## src/rtl/aes_pkg.sv

```systemverilog
// Shared AES definitions: sizes, round-constant parameters, key-schedule
// state encoding and the GF(2^8) doubling helper.
package aes_pkg;

  localparam int         AES_NR        = 10;
  localparam int         AES_KEY_W     = 128;
  localparam int         AES_WORD_W    = 32;
  localparam logic [7:0] AES_RCON_INIT = 8'h01;
  localparam logic [7:0] AES_RCON_POLY = 8'h1b;

  typedef enum logic [1:0] {
    ST_IDLE   = 2'd0,
    ST_EXPAND = 2'd1,
    ST_DONE   = 2'd2
  } ks_state_e;

  // Multiply by x in GF(2^8), reducing by the AES polynomial on overflow.
  function automatic logic [7:0] xtime(input logic [7:0] b);
    logic [7:0] r;
    if (b[7]) begin
      r = {b[6:0], 1'b0} ^ AES_RCON_POLY;
    end else begin
      r = {b[6:0], 1'b0};
    end
    return r;
  endfunction

endpackage

```

## src/rtl/aes_sbox.sv

```systemverilog
// Forward AES S-box, purely combinational lookup. Shared by the key schedule
// and the encryptor datapath.
module aes_sbox (
  input  logic [7:0] data,
  output logic [7:0] sub
);

  localparam logic [7:0] LUT [256] = '{
    8'h63, 8'h7c, 8'h77, 8'h7b, 8'hf2, 8'h6b, 8'h6f, 8'hc5, 8'h30, 8'h01, 8'h67, 8'h2b, 8'hfe, 8'hd7, 8'hab, 8'h76,
    8'hca, 8'h82, 8'hc9, 8'h7d, 8'hfa, 8'h59, 8'h47, 8'hf0, 8'had, 8'hd4, 8'ha2, 8'haf, 8'h9c, 8'ha4, 8'h72, 8'hc0,
    8'hb7, 8'hfd, 8'h93, 8'h26, 8'h36, 8'h3f, 8'hf7, 8'hcc, 8'h34, 8'ha5, 8'he5, 8'hf1, 8'h71, 8'hd8, 8'h31, 8'h15,
    8'h04, 8'hc7, 8'h23, 8'hc3, 8'h18, 8'h96, 8'h05, 8'h9a, 8'h07, 8'h12, 8'h80, 8'he2, 8'heb, 8'h27, 8'hb2, 8'h75,
    8'h09, 8'h83, 8'h2c, 8'h1a, 8'h1b, 8'h6e, 8'h5a, 8'ha0, 8'h52, 8'h3b, 8'hd6, 8'hb3, 8'h29, 8'he3, 8'h2f, 8'h84,
    8'h53, 8'hd1, 8'h00, 8'hed, 8'h20, 8'hfc, 8'hb1, 8'h5b, 8'h6a, 8'hcb, 8'hbe, 8'h39, 8'h4a, 8'h4c, 8'h58, 8'hcf,
    8'hd0, 8'hef, 8'haa, 8'hfb, 8'h43, 8'h4d, 8'h33, 8'h85, 8'h45, 8'hf9, 8'h02, 8'h7f, 8'h50, 8'h3c, 8'h9f, 8'ha8,
    8'h51, 8'ha3, 8'h40, 8'h8f, 8'h92, 8'h9d, 8'h38, 8'hf5, 8'hbc, 8'hb6, 8'hda, 8'h21, 8'h10, 8'hff, 8'hf3, 8'hd2,
    8'hcd, 8'h0c, 8'h13, 8'hec, 8'h5f, 8'h97, 8'h44, 8'h17, 8'hc4, 8'ha7, 8'h7e, 8'h3d, 8'h64, 8'h5d, 8'h19, 8'h73,
    8'h60, 8'h81, 8'h4f, 8'hdc, 8'h22, 8'h2a, 8'h90, 8'h88, 8'h46, 8'hee, 8'hb8, 8'h14, 8'hde, 8'h5e, 8'h0b, 8'hdb,
    8'he0, 8'h32, 8'h3a, 8'h0a, 8'h49, 8'h06, 8'h24, 8'h5c, 8'hc2, 8'hd3, 8'hac, 8'h62, 8'h91, 8'h95, 8'he4, 8'h79,
    8'he7, 8'hc8, 8'h37, 8'h6d, 8'h8d, 8'hd5, 8'h4e, 8'ha9, 8'h6c, 8'h56, 8'hf4, 8'hea, 8'h65, 8'h7a, 8'hae, 8'h08,
    8'hba, 8'h78, 8'h25, 8'h2e, 8'h1c, 8'ha6, 8'hb4, 8'hc6, 8'he8, 8'hdd, 8'h74, 8'h1f, 8'h4b, 8'hbd, 8'h8b, 8'h8a,
    8'h70, 8'h3e, 8'hb5, 8'h66, 8'h48, 8'h03, 8'hf6, 8'h0e, 8'h61, 8'h35, 8'h57, 8'hb9, 8'h86, 8'hc1, 8'h1d, 8'h9e,
    8'he1, 8'hf8, 8'h98, 8'h11, 8'h69, 8'hd9, 8'h8e, 8'h94, 8'h9b, 8'h1e, 8'h87, 8'he9, 8'hce, 8'h55, 8'h28, 8'hdf,
    8'h8c, 8'ha1, 8'h89, 8'h0d, 8'hbf, 8'he6, 8'h42, 8'h68, 8'h41, 8'h99, 8'h2d, 8'h0f, 8'hb0, 8'h54, 8'hbb, 8'h16
  };

  assign sub = LUT[data];

endmodule

```

## src/rtl/aes_key_expansion.sv

```systemverilog
// AES-128 key schedule: latches the cipher key on Start and derives one round
// key per clock into a register file read back by the decryptor via SelKey.
module aes_key_expansion
  import aes_pkg::*;
#(
  parameter int NR    = AES_NR,
  parameter int KEY_W = AES_KEY_W
) (
  input  logic             Clk,
  input  logic             Rst,
  input  logic [KEY_W-1:0] Key,
  input  logic             Start,
  input  logic [3:0]       SelKey,
  output logic [KEY_W-1:0] RoundKey,
  output logic             Busy,
  output logic             Ry
);

  localparam logic [3:0] LAST_IDX = 4'(NR);

  ks_state_e             state_r;
  ks_state_e             state_nxt_s;
  logic                  load_s;
  logic                  step_s;
  logic                  last_s;
  logic [3:0]            counter_r;
  logic [7:0]            rcon_r;
  logic                  busy_r;
  logic                  ry_r;
  logic [KEY_W-1:0]      rk_r [0:NR];
  logic [KEY_W-1:0]      prev_rk_s;
  logic [KEY_W-1:0]      next_rk_s;
  logic [AES_WORD_W-1:0] w0_s, w1_s, w2_s, w3_s;
  logic [AES_WORD_W-1:0] rot_s, sub_s, t_s;
  logic [AES_WORD_W-1:0] n0_s, n1_s, n2_s, n3_s;

  // Source round key for the current step; guarded so the index never leaves the file.
  always_comb begin
    prev_rk_s = '0;
    if ((counter_r != 4'd0) && (counter_r <= (LAST_IDX + 4'd1))) begin
      prev_rk_s = rk_r[counter_r - 4'd1];
    end else begin
      prev_rk_s = '0;
    end
  end

  assign {w0_s, w1_s, w2_s, w3_s} = prev_rk_s;
  assign rot_s = {w3_s[23:0], w3_s[31:24]};

  for (genvar g = 0; g < 4; g++) begin : g_subword
    aes_sbox u_sbox (
      .data (rot_s[8*g +: 8]),
      .sub  (sub_s[8*g +: 8])
    );
  end

  assign t_s       = sub_s ^ {rcon_r, 24'h000000};
  assign n0_s      = w0_s ^ t_s;
  assign n1_s      = w1_s ^ n0_s;
  assign n2_s      = w2_s ^ n1_s;
  assign n3_s      = w3_s ^ n2_s;
  assign next_rk_s = {n0_s, n1_s, n2_s, n3_s};

  // State register.
  always_ff @(posedge Clk) begin
    if (Rst) begin
      state_r <= ST_IDLE;
    end else begin
      state_r <= state_nxt_s;
    end
  end

  // Next-state decode; Start is only honoured outside EXPAND.
  always_comb begin
    state_nxt_s = state_r;
    load_s      = 1'b0;
    step_s      = 1'b0;
    case (state_r)
      ST_IDLE, ST_DONE: begin
        if (Start) begin
          load_s      = 1'b1;
          state_nxt_s = ST_EXPAND;
        end else begin
          state_nxt_s = state_r;
        end
      end
      ST_EXPAND: begin
        step_s = 1'b1;
        if (counter_r == LAST_IDX) begin
          state_nxt_s = ST_DONE;
        end else begin
          state_nxt_s = ST_EXPAND;
        end
      end
      default: state_nxt_s = ST_IDLE;
    endcase
  end

  assign last_s = step_s && (counter_r == LAST_IDX);

  // Round-key file, counter, round constant and status flags.
  always_ff @(posedge Clk) begin
    if (Rst) begin
      counter_r <= 4'd0;
      rcon_r    <= AES_RCON_INIT;
      busy_r    <= 1'b0;
      ry_r      <= 1'b0;
      for (int i = 0; i <= NR; i++) begin
        rk_r[i] <= '0;
      end
    end else if (load_s) begin
      rk_r[0]   <= Key;
      rcon_r    <= AES_RCON_INIT;
      counter_r <= 4'd1;
      busy_r    <= 1'b1;
      ry_r      <= 1'b0;
    end else if (step_s) begin
      rk_r[counter_r] <= next_rk_s;
      rcon_r          <= xtime(rcon_r);
      counter_r       <= counter_r + 4'd1;
      if (last_s) begin
        busy_r <= 1'b0;
        ry_r   <= 1'b1;
      end else begin
        busy_r <= busy_r;
        ry_r   <= ry_r;
      end
    end else begin
      counter_r <= counter_r;
      rcon_r    <= rcon_r;
      busy_r    <= busy_r;
      ry_r      <= ry_r;
    end
  end

  // Combinational read port; indices past the last round read as zero.
  always_comb begin
    RoundKey = '0;
    if (SelKey <= LAST_IDX) begin
      RoundKey = rk_r[SelKey];
    end else begin
      RoundKey = '0;
    end
  end

  assign Busy = busy_r;
  assign Ry   = ry_r;

endmodule

```

## config.mk

```make
export PLATFORM = sky130hd
export DESIGN_NAME = aes_key_expansion
export DESIGN_NICKNAME = d
export VERILOG_FILES = /design/src/rtl/aes_pkg.sv /design/src/rtl/aes_sbox.sv /design/src/rtl/aes_key_expansion.sv
export SDC_FILE = /design/constraint.sdc
export NUM_CORES = 2
export LEC_CHECK = 0
export CORE_MARGIN = 2
export CORE_UTILIZATION = 54
export DETAILED_ROUTE_END_ITERATION = 7
export HOLD_SLACK_MARGIN = 0.03
export PLACE_DENSITY = 0.69
export SYNTH_ARGS = -nofsm -noshare
export SYNTH_HDL_FRONTEND = slang
export SYNTH_HIERARCHICAL = 1
export SYNTH_SLANG_ARGS = --single-unit
```

## constraint.sdc

```tcl
create_clock -name Clk -period 20.5 [get_ports Clk]
set_input_delay 4.1 -clock Clk [delete_from_list [all_inputs] [get_ports Clk]]
set_output_delay 4.1 -clock Clk [all_outputs]
set_load 0.01 [all_outputs]
```

==> metrics.txt <==
Placement Setup Slack=7860 ps; status=finished clean; Avg Inst Size Synth=12.6 um^2; leakage=42.6 nW; P&R area growth vs syn=9.97%; proportion of netlist area held by the largest area contributor=0.505; Finished Layout Cells=11900; placed cell area=118000 um^2; Critical-path top delay cell=buf_4; Post-Route Setup TNS=0 ps; Initial Utilization=0.544; Crit Path Class=in2out; die area=215000 um^2; Skew-Pair Late Insertion Delay=920 ps; cell taking the most area after synthesis=edfxtp_1; post-DR wirelength/cell=38.2 um; number of synthesized flops with an enable pin=1920; Core Footprint=210000 um^2; Post-CTS Hold Fix Bufs=0; die width=464 um; Slew headroom=0.0267; gr ovfl total=0; RR Endpoint=rk_r[15][37]; initial antenna violation count=26; Final nets=9112; Post-Route WL=456 mm; clock sinks=2064; Net Count, Synth=9280; Post-Synthesis Cells=9081; Clock Tree Root=clkbuf_16; Post-Syn Area=114000 um^2; Hold Fails Final Rpt=0; Async S/R FF share, synth=0; largest net degree at the start of global routing=142; Worst VDD drop=104 uV; max-cap viol count=0; gr usage total=0.416; CTS resizes=0; final core utilization=0.598; post-DP HPWL=275 mm; Seq/Total Area, Yosys=0.531; Seq pwr share=0.371; Post-synth top flop=edfxtp_1; RSZ-0062 raised after global routing=no; Pwr Density=107 nW/um^2; min Tclk post-route=12760 ps; Worst-path clk slew=60 ps; switching power=4.93 mW; DR pass1 iterations=8; Buffers on Ports=264; Hold EP=rcon_r[2]; period utilization=0.622; # IOs=265; Fmax=78.4 MHz; CP Launch Type=primary input; Crit Path Max Fanout=102; Sw Share=0.368; Worst Slack Setup Final=7740 ps; CTS Buf Count=211; max incr delay on CP=770 ps; fillers=16400; CTS max path bufs=3; number of global-route vias before repair=85600; Die Ht=464 um; final setup fails=0; Area contributors post-synth=edfxtp_1 51%, mux4_2 15%, nor2_1 4.7%; Placed Instances=11500; R2R setup slack=10200 ps; DRT iter0 DRCs=14900; share of cells above drive strength 1=0.174; hold depth=2; Synthesis Warnings=6; Row Count=168; Worst Setup End Kind=output port; WP data arrival=8660 ps; DRC=0; Via Count=87700; Worst R2R Start=counter_r[0]; Post-DRT Antenna Nets=0; cell-internal power=8.48 mW; gpl congestion=1.02; clock share of power=0.293; Logic pwr share=0.336; post-route cell area=125000 um^2; DR vias/cell=7.36; post-synth cell types=106; critical-path cell list=buf_8 > buf_4 > buf_12 > buf_4 > mux2i_1 > o211ai_1 > o21ai_0 > o21ai_0 > clkdlybuf4s50_1; htree depth=4; Slew Viols, Final=0; Post CTS Setup Buffer Count=0; Critical Path RT=16400 ps; Seq cells post-synth=2064; Worst Hold Launch=rcon_r[1]; first-pass GRT wire length=638 mm; CTS tree=yes; Hold Crit Class=reg2reg; commonest non-fill, non-tap cell in the layout=edfxtp_1; Worst Tran Pin Value=1460 ps; skew final=61.7 ps; R2R cell count=20; commonest cells after routing, fill and taps aside=1920 x edfxtp_1, 1422 x nor2_1, 767 x mux4_2, 653 x nand2_1, 403 x o21ai_0
==> stage by stage <==
stage / total power, mW / hold WS, ps
6_report: 13.4 / 469
5_1_grt: 13.7 / 501
4_1_cts: 13.2 / 473
3_5_place_dp: 9.36 / 465
3_3_place_gp: 9.36 / 456
2_1_floorplan: 7.69 / 441
==> logic make-up (layout without fill, tap and decap cells) <==
family / Yosys count / in the layout / synth area share
simple gates: 2742 / 2742 / 0.103
flops: 2064 / 2064 / 0.531
compound gates: 1751 / 1751 / 0.106
mux: 1116 / 1116 / 0.182
buf+inv: 1061 / 1081 / 0.0441
xor+xnor: 283 / 283 / 0.0267
fa+ha+maj: 64 / 64 / 0.00702
other cells: 0 / 9 / 0
==> layer usage <==
layer	global-route usage	share of wire	vias to the layer above
met5	0	0.00050	-
met4	0.257	0.074	36
met3	0.132	0.14	1501
met2	0.609	0.44	7761
met1	0.543	0.35	44000
li1	-	-	34400
==> synthesized netlist by cell type (60+ instances only) <==
master	n
o22ai_1	92
a21oi_1	321
nand2b_1	76
nor2_1	1425
buf_6	60
nor3_1	101
mux2i_1	331
a211oi_1	160
clkbuf_1	449
o21ai_1	84
buf_1	78
dfxtp_1	144
buf_2	210
ha_1	64
edfxtp_1	1920
nand3_1	200
buf_4	67
o21ai_0	404
xor2_1	100
xnor2_1	140
o211ai_1	163
mux4_2	767
inv_1	177
nand2_1	653
==> critical path, delay by kind of cell <==
family | cells | cell delay, ps
AO/OA/AOI/OAI | 3 | 840
buffers and inverters | 5 | 3200
multiplexers | 1 | 160
==> how the worst max path moves through the flow <==
stage               from       endpoint  slack, ps  cells after the start
2_1_floorplan        Rst    rk_r[11][0]       2160                      7
3_3_place_gp   SelKey[0]  RoundKey[121]       7860                      8
3_5_place_dp   SelKey[0]  RoundKey[121]       7860                      8
4_1_cts        SelKey[0]  RoundKey[121]       7850                      8
5_1_grt        SelKey[0]   RoundKey[87]       7660                      8
6_report       SelKey[1]   RoundKey[73]       7740                      9
==> flip-flops by register name (all words and copies together), names as in the netlist <==
| register | cells |
|---|---|
| rk_r | 2048 |
| rcon_r | 8 |
| counter_r | 4 |
| state_r | 2 |
| Busy | 1 |
| Ry | 1 |
==> power groups by stage <==
| stage | Sequential, mW | Clock [mW] | Combinational, mW |
|---|---|---|---|
| 6_report | 4.97 | 3.93 | 4.51 |
| 5_1_grt | 4.98 | 4.09 | 4.60 |
| 4_1_cts | 4.96 | 3.92 | 4.33 |
| 3_5_place_dp | 5.05 | 0 | 4.31 |
| 3_3_place_gp | 5.04 | 0 | 4.32 |
| 2_1_floorplan | 5.03 | 0 | 2.66 |
==> layout make-up <==
cell class	count	area [um^2]	share of cell area
antenna	9	22.5	0.000180
clock buffer	283	5810	0.0463
clock inverter	118	1180	0.00938
inverter	187	702	0.00559
multi-input combinational	5956	49100	0.391
sequential	2064	60500	0.483
tap	2805	3510	0.0280
timing repair buffer	493	4590	0.0366
(Power assumes the default switching activity.)
